==> src/rtl/simplecnn_pkg.sv <==
// rtl/simplecnn_pkg.sv - shared CNN sizes and the pooling-stage FSM state type
package simplecnn_pkg;

  localparam int DATA_W   = 69;
  localparam int CONV_DIM = 24;
  localparam int POOL_DIM = CONV_DIM / 2;

  typedef enum logic [1:0] {
    IDLE  = 2'd0,
    RUN   = 2'd1,
    FLUSH = 2'd2
  } pool_state_e;

endpackage

==> src/rtl/pool_max2.sv <==
// rtl/pool_max2.sv - combinational two's-complement two-input max
module pool_max2 #(
  parameter int W = 8
) (
  input  logic signed [W-1:0] a_i,
  input  logic signed [W-1:0] b_i,
  output logic signed [W-1:0] max_o
);

  assign max_o = (a_i >= b_i) ? a_i : b_i;

endmodule

==> src/rtl/max_pool_stream.sv <==
// rtl/max_pool_stream.sv - streaming 2x2 signed max-pool over a raster-order conv map
// Define POOL_RELU_EN to clamp negative pooled values to zero.
module max_pool_stream #(
  parameter int DATA_W = simplecnn_pkg::DATA_W,
  parameter int IN_DIM = simplecnn_pkg::CONV_DIM
) (
  input  logic                           clk,
  input  logic                           rst,
  input  logic                           enable,
  input  logic                           in_valid,
  output logic                           in_ready,
  input  logic signed [DATA_W-1:0]       in_data,
  output logic                           out_valid,
  input  logic                           out_ready,
  output logic signed [DATA_W-1:0]       out_data,
  output logic [$clog2(IN_DIM/2)-1:0]    out_row,
  output logic [$clog2(IN_DIM/2)-1:0]    out_col,
  output logic                           frame_done
);

  import simplecnn_pkg::*;

  localparam int PD = IN_DIM / 2;
  localparam int CW = $clog2(IN_DIM);
  localparam int PW = $clog2(PD);

  pool_state_e state_q, state_d;

  logic [CW-1:0]            row_q, row_d;
  logic [CW-1:0]            col_q, col_d;
  logic signed [DATA_W-1:0] pend_q;
  logic signed [DATA_W-1:0] lb_q [PD];
  logic                     out_valid_q;
  logic signed [DATA_W-1:0] out_data_q;
  logic [PW-1:0]            out_row_q, out_col_q;
  logic                     frame_done_q, frame_done_d;

  logic                     accept, last_sample, emit;
  logic [PW-1:0]            lb_idx;
  logic signed [DATA_W-1:0] pair_max, vert_max, pooled;

  assign in_ready    = !rst && enable && !(out_valid_q && !out_ready) && (state_q != FLUSH);
  assign accept      = in_valid && in_ready;
  assign last_sample = (row_q == CW'(IN_DIM - 1)) && (col_q == CW'(IN_DIM - 1));
  assign lb_idx      = col_q[CW-1:1];
  assign emit        = accept && row_q[0] && col_q[0];

  pool_max2 #(.W(DATA_W)) u_pair_max (
    .a_i   (pend_q),
    .b_i   (in_data),
    .max_o (pair_max)
  );

  pool_max2 #(.W(DATA_W)) u_vert_max (
    .a_i   (pair_max),
    .b_i   (lb_q[lb_idx]),
    .max_o (vert_max)
  );

`ifdef POOL_RELU_EN
  assign pooled = vert_max[DATA_W-1] ? '0 : vert_max;
`else
  assign pooled = vert_max;
`endif

  always_comb begin
    state_d = state_q;
    unique case (state_q)
      IDLE:    if (accept && last_sample) state_d = FLUSH;
               else if (enable)           state_d = RUN;
      RUN:     if (accept && last_sample) state_d = FLUSH;
               else if (!enable)          state_d = IDLE;
      FLUSH:   if (out_valid_q && out_ready) state_d = enable ? RUN : IDLE;
      default: state_d = IDLE;
    endcase
  end

  assign frame_done_d = (state_q == FLUSH) && out_valid_q && out_ready;

  always_comb begin
    row_d = row_q;
    col_d = col_q;
    if (accept) begin
      if (col_q == CW'(IN_DIM - 1)) begin
        col_d = '0;
        row_d = (row_q == CW'(IN_DIM - 1)) ? '0 : row_q + 1'b1;
      end else begin
        col_d = col_q + 1'b1;
      end
    end
  end

  always_ff @(posedge clk) begin
    if (rst) begin
      state_q      <= IDLE;
      row_q        <= '0;
      col_q        <= '0;
      pend_q       <= '0;
      out_valid_q  <= 1'b0;
      out_data_q   <= '0;
      out_row_q    <= '0;
      out_col_q    <= '0;
      frame_done_q <= 1'b0;
    end else begin
      state_q      <= state_d;
      row_q        <= row_d;
      col_q        <= col_d;
      frame_done_q <= frame_done_d;
      if (accept && !col_q[0]) pend_q <= in_data;
      // A new pooled value may load in the same cycle the previous one is taken.
      if (emit) begin
        out_valid_q <= 1'b1;
        out_data_q  <= pooled;
        out_row_q   <= row_q[CW-1:1];
        out_col_q   <= col_q[CW-1:1];
      end else if (out_valid_q && out_ready) begin
        out_valid_q <= 1'b0;
      end
    end
  end

  // Even rows park their horizontal pair max until the odd row below arrives.
  always_ff @(posedge clk) begin
    if (accept && !row_q[0] && col_q[0]) lb_q[lb_idx] <= pair_max;
  end

  assign out_valid  = out_valid_q;
  assign out_data   = out_data_q;
  assign out_row    = out_row_q;
  assign out_col    = out_col_q;
  assign frame_done = frame_done_q;

endmodule

==> config.mk <==
export PLATFORM = sky130hd
export DESIGN_NAME = max_pool_stream
export DESIGN_NICKNAME = d
export VERILOG_FILES = /design/src/rtl/simplecnn_pkg.sv /design/src/rtl/pool_max2.sv /design/src/rtl/max_pool_stream.sv
export SDC_FILE = /design/constraint.sdc
export NUM_CORES = 1
export LEC_CHECK = 0
export BUFFER_PORTS_ARGS = -buffer_cell sky130_fd_sc_hd__buf_2
export CELL_PAD_IN_SITES_DETAIL_PLACEMENT = 1
export CELL_PAD_IN_SITES_GLOBAL_PLACEMENT = 1
export CORE_ASPECT_RATIO = 0.7
export CORE_MARGIN = 3
export CORE_UTILIZATION = 53
export CTS_BUF_LIST = sky130_fd_sc_hd__clkbuf_16
export CTS_CLUSTER_SIZE = 20
export DETAILED_ROUTE_END_ITERATION = 10
export PLACE_DENSITY = 0.85
export SETUP_SLACK_MARGIN = 0.5
export SLEW_MARGIN = 10
export SYNTH_ARGS = -nofsm -noshare
export SYNTH_HDL_FRONTEND = slang
export SYNTH_SLANG_ARGS = --single-unit
export TNS_END_PERCENT = 30
==> constraint.sdc <==
create_clock -name clk -period 11.65 [get_ports clk]
set_input_delay 2.33 -clock clk [delete_from_list [all_inputs] [get_ports clk]]
set_output_delay 2.33 -clock clk [all_outputs]
set_load 0.005 [all_outputs]
# ---- Word level (Yosys, flattened, before mapping)
# Memory sizes are Yosys's and may differ from the RTL's. A register that Yosys moved wholly into a read port is not among the register bits.
# Index checks and enable logic that the tools add are counted.
dict set report op_classes {
  n_eq_ne 8
  muxes 17
  n_addsub 2
  n_lt_le_gt_ge 2
  reduce_logical 24
}
# op count
set ops {}
lappend ops {{$ge 69x69->1} 2}
lappend ops {{$mux 69} 2}
lappend ops {{$logic_and 1x1->1} 15}
lappend ops {{$add 5x1->5 const B} 2}
lappend ops {{$eq 5x5->1 const B} 2}
lappend ops {{$mux 2} 5}
lappend ops {{$mux 5} 2}
lappend ops {{$mux 4} 2}
lappend ops {{$ne 3x3->1 const B} 2}
lappend ops {{$pmux 2 s3} 1}
lappend ops {{$logic_not 1->1} 5}
lappend ops {{$mux 1} 5}
lappend ops {{$ne 2x2->1 const B} 2}
lappend ops {{$reduce_and 3->1} 1}
lappend ops {{$eq 2x1->1 const B} 1}
lappend ops {{$eq 2x2->1 const B} 1}
lappend ops {{$logic_not 2->1} 1}
lappend ops {{$reduce_and 2->1} 1}
lappend ops {{$reduce_bool 2->1} 1}
dict set report word_totals {
  word_cells 63
  register_bits 160
  ramBits 828
  out_inout_bits 80
  n_memories 1
  inputBits 74
}
# name words width read_ports rd_ports_with_merged_regs write_ports line
set mem_list {}
lappend mem_list {lb_q 12 69 1 1 1 max_pool_stream.sv:32} ;# logic signed [DATA_W-1:0] lb_q [PD];

# ---- Logic depth before layout (Yosys ltp)
# Gate-level depths: netlist of the first run.
dict set report logic_depth {
  word_depth 10
  depth_mapped 24
  mapped_depth_nobuf 20
}

# ---- Cells and area by module
# Synthesis of the first run repeated with hierarchy kept, for this count alone.
dict set report hier_totals {
  hier_cells 3540
  hier_area_um2 46286.9
}
# mod instances seq_area_each_um2 cells_each area_per_inst_um2
set modules_own_cells {}
lappend modules_own_cells {max_pool_stream 1 28147.0 2001 37290.8}
lappend modules_own_cells {{pool_max2 at u_vert_max} 1 0.0 1049 5778.0}
lappend modules_own_cells {{pool_max2 at u_pair_max} 1 0.0 490 3218.1}

# ---- Least setup slack after synthesis of the first run
# Ideal clock, no wire load.
dict set report synth_timing {
  path_type {input port to flip-flop}
  start {input rst}
  end {memory lb_q[8][0] (enable)}
  n_path_buf 2
  cell_stages 8
  arrival_ps 8753
  required_ps 11069
  setup_time_ps 581
  path_slack_ps 2317
  cell_sequence {clkbuf_1 > nand2b_1 > nor3_1 > and2_1 > clkbuf_1 > nand2_1 > or4b_2 > nor3_1}
}
dict set report synth_between {
  elab_chain_cells 9
}
# item line
set synth_rtl {}
lappend synth_rtl {{start: declaration} max_pool_stream.sv:8} ;# input logic rst,
lappend synth_rtl {{$logic_not 1->1} max_pool_stream.sv:42} ;# assign in_ready = !rst && enable && !(out_valid_q && !out_ready) && (state_q != FLUSH);
lappend synth_rtl {{$logic_and 1x1->1 (3 in a row)} max_pool_stream.sv:42}
lappend synth_rtl {{via in_ready} max_pool_stream.sv:11} ;# output logic in_ready,
lappend synth_rtl {{$logic_and 1x1->1} max_pool_stream.sv:43} ;# assign accept = in_valid && in_ready;
lappend synth_rtl {{$logic_and 1x1->1 (2 in a row)} max_pool_stream.sv:124} ;# if (accept && !row_q[0] && col_q[0]) lb_q[lb_idx] <= pair_max;
lappend synth_rtl {{$mux 1} max_pool_stream.sv:124}
lappend synth_rtl {{$mux 1 (not written as such)} max_pool_stream.sv:124}
lappend synth_rtl {{end: declaration} max_pool_stream.sv:32}
# The timed path passes the listed nets, and every way through them passes these cells.

# ---- Worst setup path in the final report of the first run
dict set report layout_timing {
  start {input in_data[36]}
  end {register out_data_q[56] (netlist: out_data[56])}
}
dict set report layout_between {
  elab_chain_cells 4
}
# item line
set layout_rtl {}
lappend layout_rtl {{start: declaration} max_pool_stream.sv:12} ;# input logic signed [DATA_W-1:0] in_data,
lappend layout_rtl {{$ge 69x69->1} pool_max2.sv:10} ;# assign max_o = (a_i >= b_i) ? a_i : b_i;
lappend layout_rtl {{$mux 69} pool_max2.sv:10}
lappend layout_rtl {{via pair_max[28]} max_pool_stream.sv:40} ;# logic signed [DATA_W-1:0] pair_max, vert_max, pooled;
lappend layout_rtl {{$ge 69x69->1} pool_max2.sv:10}
lappend layout_rtl {{$mux 69} pool_max2.sv:10}
lappend layout_rtl {{end signal: assignment} max_pool_stream.sv:113} ;# out_data_q <= pooled;
lappend layout_rtl {{end: declaration} max_pool_stream.sv:34} ;# logic signed [DATA_W-1:0] out_data_q;
# The timed path passes the listed nets, and every way through them passes these cells.
# A chain may end at the register's enable or synchronous reset.

==> flow_metrics.env, run 1 <==
export IMPL_pwr_share_clk_pct=41.7
export IMPL_critPathMaxStageDelay_ns=0.96
export IMPL_max_freq_mhz=97.7
export IMPL_fin_nets=2919
export IMPL_path_class="input pin to flop"
export IMPL_switching_share_pct=22.1
export IMPL_grt_max_degree=118
export IMPL_cts_setup_buffers=0
export IMPL_crit_path_cell_trace="buf_2 -> inv_1 -> ha_1 -> nand4_1 -> nor4_1 -> nand4b_1 -> nor3_1 -> or4_1 -> nor4_2 -> mux2i_4 -> buf_12 -> mux2_4 -> ha_1 -> nand4_1 -> nor4_1 -> o311ai_0 -> a2111oi_0 -> a21oi_4 -> buf_4 -> buf_4 -> a311oi_1 -> o21a_1"
export IMPL_r2r_start="pend_q[68]"
export IMPL_power_mw=7.32
export IMPL_reg2reg_slack_ns=2.93
export IMPL_grtUsageMet2_pct=49.5
export IMPL_fin_util_pct=60.3
export IMPL_status="finished, final reports clean"
export IMPL_num_rows=85
export IMPL_grt_busiest_layer="met2"
export IMPL_avgSynthCellArea_um2=16.3
export IMPL_grt_ovfl_total=0
export IMPL_power_internal_mw=5.70
export IMPL_drive_gt1_share_pct=22.5
export IMPL_routedWlPerCell_um=32.0
export IMPL_cts_resized=0
export IMPL_async_flop_share_pct=0
export IMPL_hpwlAfterDp_um=72400
export IMPL_drtIter0Drc=3200
export IMPL_period_minus_slack_ns=10.23
export IMPL_worst_pin_slew_ns=1.23
export IMPL_max_slew_margin_rel_pct=17.9
export IMPL_clock_latency_ns=0.67
export IMPL_die_y_um=240
export IMPL_yosys_most_used_dff="edfxtp_1"
export IMPL_hold_buffers=0
export IMPL_timing_rr_end="out_data[56]"
export IMPL_yosysUniqueCellTypes=56
export IMPL_crit_path_end_kind="flop"
export IMPL_cts_root_buffer="clkbuf_16"
export IMPL_worstPathRequired_ns=12.24
export IMPL_cts_made_buffers=92
export IMPL_synth_seq_area_share_pct=67.6
export IMPL_worst_r2r_path_depth=20
export IMPL_drv_slew=0
export IMPL_p_seq_share_pct=53.2
export IMPL_grt_pass1_vias=27024
export IMPL_cts_tree="built"
export IMPL_maxCapViolCount=0
export IMPL_synthTopCellsByArea="edfxtp_1 60%, mux4_2 11%, dfxtp_1 7.9%, ha_1 4.2%, a21oi_1 2.5%"
export IMPL_syn_to_final_growth_pct=12.0
export IMPL_first_pass_iters=5
export IMPL_syn_cell_area_mm2=0.0416
export IMPL_fin_crit_sh_pct=87.8
export IMPL_cts_path_max_buffers=3
export IMPL_crit_path_end="out_data[56]"
export IMPL_initial_utilization_pct=53.8
export IMPL_synthCells=2560
export IMPL_gr_usage_met3_pct=5.02
export IMPL_hold_viol_final=0
export IMPL_ant_nets=0
export IMPL_final_common_cell="edfxtp_1"
export IMPL_ys_warn_count=0
export IMPL_p_comb_share_pct=5.0
export IMPL_die_w_um=341
export IMPL_core_area_mm2=0.0773
export IMPL_crit_arrival_ns=10.83
export IMPL_synth_fp_nets=2774
export IMPL_finClkSkew_ns=0.0284
export IMPL_synth_edff_count=828
export IMPL_grt_pass1_wl_um=180000
export IMPL_layout_common_cells="828 x edfxtp_1, 207 x mux4_2, 204 x a21oi_1, 195 x nand2_1, 160 x dfxtp_1"
export IMPL_p_sw_mw=1.62
export IMPL_yosysTopAreaCell="edfxtp_1"
export IMPL_crit_fanout=42
export IMPL_io_pins=154
export IMPL_critPathLaunchType="input pin"
export IMPL_drc=0
export IMPL_setup_viol=0
export IMPL_vdd_drop_max_mv=0.102
export IMPL_viasPerCell=6.59
export IMPL_slowest_stage="mux2i_4"
export IMPL_synth_top_cell_area_share_pct=59.8
export IMPL_antenna_found_initial=5
export IMPL_synth_seq_cells=992
export IMPL_rsz0062_at_grt="no"
export IMPL_power_density_mw_per_mm2=157
export IMPL_cts_max_level=3
export IMPL_cts_reportedPaths_clkPinSlew_ns=0.07
export IMPL_cts_sinks=992
export IMPL_hold_class="flop to flop"
export IMPL_place_port_buffers=153
export IMPL_tns_ns=0
export IMPL_startpoint="in_data[36]"
export IMPL_grt_usage_pct=30.0
export IMPL_dieArea_mm2=0.0820
export IMPL_drt_wl_total_um=122000
export IMPL_power_leakage_nw=15.9
export IMPL_vias=25250
export IMPL_gp_congestion=0.817
export IMPL_met1_usage_pct=40.8
[kinds of logic after synthesis]
family	share of synthesized area (%)
muxes	15.1
adders and majority gates	4.21
DFF	67.6
AOI/OAI and AO/OA	5.67
xor gates and xnor gates	0.105
buffers and inverters	2.04
and+or+nand+nor	5.22
[power by group through the flow]
stage	combinational, mW	sequential (mW)	clock, mW
floorplan	0.214	3.97	0
CTS	0.361	3.89	3.07
finish	0.369	3.89	3.05
detailed placement	0.355	3.97	0
global placement	0.322	3.97	0
global route	0.395	3.89	3.21
[routing by layer]
metal	vias to the layer above	routed length, um
met5	-	9
met4	2	4260
met3	261	10600
met2	1422	59700
met1	13230	47800
li1	10335	-
[registers in the layout, indices dropped and copies added, names as in the netlist, 2 cells and up, named ones only]
name and count:
row_q 5, col_q 5, lb_q 828, pend_q 69
out_data 69, state_q 2, out_col 4, out_row 4
[how the worst min path moves through the flow]
stage,slack [ns],cells after the start,from,to
CTS,0.46,2,out_col[1],out_col[1]
finish,0.46,2,out_col[1],out_col[1]
floorplan,0.45,2,pend_q[0],pend_q[0]
global route,0.49,2,out_row[2],out_row[2]
global placement,0.45,2,out_row[2],out_row[2]
detailed placement,0.45,2,out_col[1],out_col[1]
[layout make-up]
type	count	area, um2
Inverter	75	282
Multi-Input combinational cell	1351	12700
Tap cell	1044	1310
Clock inverter	74	568
Fill cell	6945	30700
Antenna cell	5	12.5
Clock buffer	97	2430
Timing Repair Buffer	193	1120
Sequential cell	992	28200
[through the flow]
| step | cell area, um2 | worst slack, ns | hold WS, ns | std cells |
|---|---|---|---|---|
| detailed placement | 43600 | 1.09 | 0.451 | 3655 |
| floorplan | 41600 | 2.32 | 0.449 | 2560 |
| global route | 46600 | 1.19 | 0.491 | 3829 |
| finish | 46600 | 1.42 | 0.460 | 3831 |
| CTS | 46600 | 1.55 | 0.461 | 3826 |
| global placement | 43600 | 1.22 | 0.449 | 3655 |
[synth_stat cells (4+ instances only)]
cell      count
edfxtp_1    828
mux4_2      207
a21oi_1     205
nand2_1     195
nor2_1      169
dfxtp_1     164
ha_1        140
clkbuf_1    100
inv_1        75
mux2i_1      71
o21a_1       43
a311oi_1     42
mux2_4       36
buf_1        33
mux2_2       32
nand4_1      31
nor3b_1      29
a221o_1      28
nand3_1      18
o21ai_0      17
nor3_1       16
nand2b_1     11
a21o_1        8
a211oi_1      7
buf_2         5
buf_6         4
or4_1         4
[worst max-delay path, delay by kind of cell]
kind	cells	cell delay [ns]
multiplexers	2	1.39
AND/OR/NAND/NOR	8	2.88
buffers and inverters	5	1.29
adder cells (fa/ha/maj)	2	0.68
AO/OA/AOI/OAI	5	2.15
Power figures use the tool's default switching activity.
==> run 2: changes to the inputs <==
--- a/config.mk
+++ b/config.mk
@@ -10,11 +10,11 @@
 export CELL_PAD_IN_SITES_GLOBAL_PLACEMENT = 1
 export CORE_ASPECT_RATIO = 0.7
 export CORE_MARGIN = 3
-export CORE_UTILIZATION = 53
+export CORE_UTILIZATION = 49
 export CTS_BUF_LIST = sky130_fd_sc_hd__clkbuf_16
 export CTS_CLUSTER_SIZE = 20
 export DETAILED_ROUTE_END_ITERATION = 10
-export PLACE_DENSITY = 0.85
+export PLACE_DENSITY = 0.8
 export SETUP_SLACK_MARGIN = 0.5
 export SLEW_MARGIN = 10
 export SYNTH_ARGS = -nofsm -noshare
==> flow_metrics.env, run 2 (synthesis gave the netlist of run 1 again) <==
export IMPL_drc=0
export IMPL_fin_nets=2920
export IMPL_p_seq_share_pct=54.2
export IMPL_rsz0062_at_grt="no"
export IMPL_cts_root_buffer="clkbuf_16"
export IMPL_finClkSkew_ns=0.0282
export IMPL_io_pins=154
export IMPL_vdd_drop_max_mv=0.125
export IMPL_fin_ws_ns=1.05
export IMPL_num_rows=88
export IMPL_vias=24890
export IMPL_hold_viol_final=0
export IMPL_fin_crit_sh_pct=91.0
export IMPL_initial_utilization_pct=50.0
export IMPL_grt_ovfl_total=0
export IMPL_setup_viol=0
export IMPL_clock_latency_ns=0.67
export IMPL_core_area_mm2=0.0832
export IMPL_cts_resized=0
export IMPL_die_y_um=250
export IMPL_p_sw_mw=1.55
export IMPL_first_pass_iters=6
export IMPL_path_class="input pin to flop"
export IMPL_place_port_buffers=153
export IMPL_crit_path_end_kind="flop"
export IMPL_worst_pin_slew_ns=1.17
export IMPL_cts_made_buffers=92
export IMPL_n_fill_cell=7736
export IMPL_multi_input_area_mm2=0.0127
export IMPL_dieArea_mm2=0.0885
export IMPL_crit_fanout=37
export IMPL_power_internal_mw=5.64
export IMPL_cts_max_level=3
export IMPL_seqCellArea_mm2=0.0282
export IMPL_syn_to_final_growth_pct=12.0
export IMPL_cts_setup_buffers=0
export IMPL_power_leakage_nw=15.9
export IMPL_hold_class="flop to flop"
export IMPL_critPathLaunchType="input pin"
export IMPL_hpwlAfterDp_um=71700
export IMPL_worstPathRequired_ns=12.24
export IMPL_largest_register_ffs=828
export IMPL_grt_usage_pct=27.0
export IMPL_gp_congestion=0.865
export IMPL_ant_nets=0
export IMPL_status="finished, final reports clean"
export IMPL_antenna_found_initial=6
export IMPL_grt_max_degree=122
export IMPL_top_register="lb_q"
export IMPL_die_w_um=354
export IMPL_viasPerCell=6.37
export IMPL_power_density_mw_per_mm2=154
export IMPL_routedWlPerCell_um=30.6
export IMPL_grt_pass1_vias=26507
export IMPL_final_common_cell="edfxtp_1"
export IMPL_pre_cts_ws_ns=0.602
export IMPL_cts_path_max_buffers=3
export IMPL_holdPathStages=2
export IMPL_drv_slew=0
export IMPL_hold_buffers=0
export IMPL_cts_tree="built"
export IMPL_drt_wl_total_um=120000
export IMPL_max_slew_margin_rel_pct=22.0
export IMPL_layout_common_cells="828 x edfxtp_1, 207 x mux4_2, 204 x a21oi_1, 195 x nand2_1, 160 x dfxtp_1"
export IMPL_pwr_share_clk_pct=40.8
export IMPL_switching_share_pct=21.6
export IMPL_maxCapViolCount=0
export IMPL_period_minus_slack_ns=10.60
export IMPL_p_comb_share_pct=5.0
export IMPL_max_freq_mhz=94.3
export IMPL_tns_ns=0
export IMPL_cts_sinks=992
export IMPL_drtIter0Drc=3001
export IMPL_worst_r2r_path_depth=20
export IMPL_grt_pass1_wl_um=177000
export IMPL_drive_gt1_share_pct=21.8
export IMPL_crit_arrival_ns=11.19
export IMPL_cts_reportedPaths_clkPinSlew_ns=0.06
## run 2: cell count changes in the layout (fill, tap and decap cells not counted), sizes merged, moves of 2 or more
cell / before / now
inv: 95 / 112
clkinv: 41 / 29
clkinvlp: 4 / 1
diode: 5 / 2
clkbuf: 97 / 95
## run 2: worst paths after layout
check / start / to / slack (ns)
max: in_data[35] / out_data[43] / 1.05
min: out_row[1] / out_row[1] / 0.46
max reg2reg: pend_q[36] / out_data[43] / 2.60
min reg2reg: out_row[1] / out_row[1] / 0.46
## run 2: through the flow
step	instance area [um2]	std cells	hold slack, ns	util (%)	power, mW
2_1_floorplan	41600	2560	0.449	-	4.18
3_3_place_gp	43700	3737	0.453	52.5	4.29
3_5_place_dp	43700	3737	0.455	52.5	4.32
4_1_cts	46600	3907	0.466	56.0	7.22
5_1_grt	46600	3909	0.481	56.0	7.40
6_report	46600	3909	0.460	56.0	7.19
## run 2: power by group through the flow
| stage | clock network, mW | logic [mW] | registers (mW) |
|---|---|---|---|
| 4_1_cts | 2.97 | 0.353 | 3.89 |
| 6_report | 2.93 | 0.361 | 3.90 |
| 3_5_place_dp | 0 | 0.350 | 3.97 |
| 3_3_place_gp | 0 | 0.322 | 3.97 |
| 5_1_grt | 3.12 | 0.388 | 3.89 |
| 2_1_floorplan | 0 | 0.214 | 3.97 |
## run 2: metal layers
| metal | global-route usage, % | vias to the layer above | part of all wire, % |
|---|---|---|---|
| met4 | 8.93 | 8 | 3.2 |
| met2 | 43.3 | 1153 | 48 |
| li1 | - | 10348 | - |
| met3 | 4.66 | 253 | 7.8 |
| met1 | 37.9 | 13128 | 41 |
| met5 | 0 | - | 0.050 |
## run 2: cell type report
type,count,area share (%)
Sequential cell,992,60.4
Multi-Input combinational cell,1351,27.3
Clock buffer,95,5.10
Tap cell,1125,3.02
Timing Repair Buffer,194,2.40
Clock inverter,75,1.09
Inverter,75,0.604
Antenna cell,2,0.0107
## run 2: worst max-delay path, stage by stage
cell and delay, ns:
buf_2 0.15, inv_1 0.07, ha_1 0.32, nand4_1 0.24, nor4_1 0.97, nand4b_1 0.42
nor3_1 0.51, or4_1 0.20, nor4_2 0.07, mux2i_4 0.82, buf_12 0.40, mux2_2 0.51
ha_1 0.39, nand4_1 0.24, nor4_1 0.63, o311ai_1 0.42, a2111oi_0 0.98, a21oi_4 0.02
buf_4 0.33, buf_4 0.42, a311oi_1 0.44, o21a_1 0.17
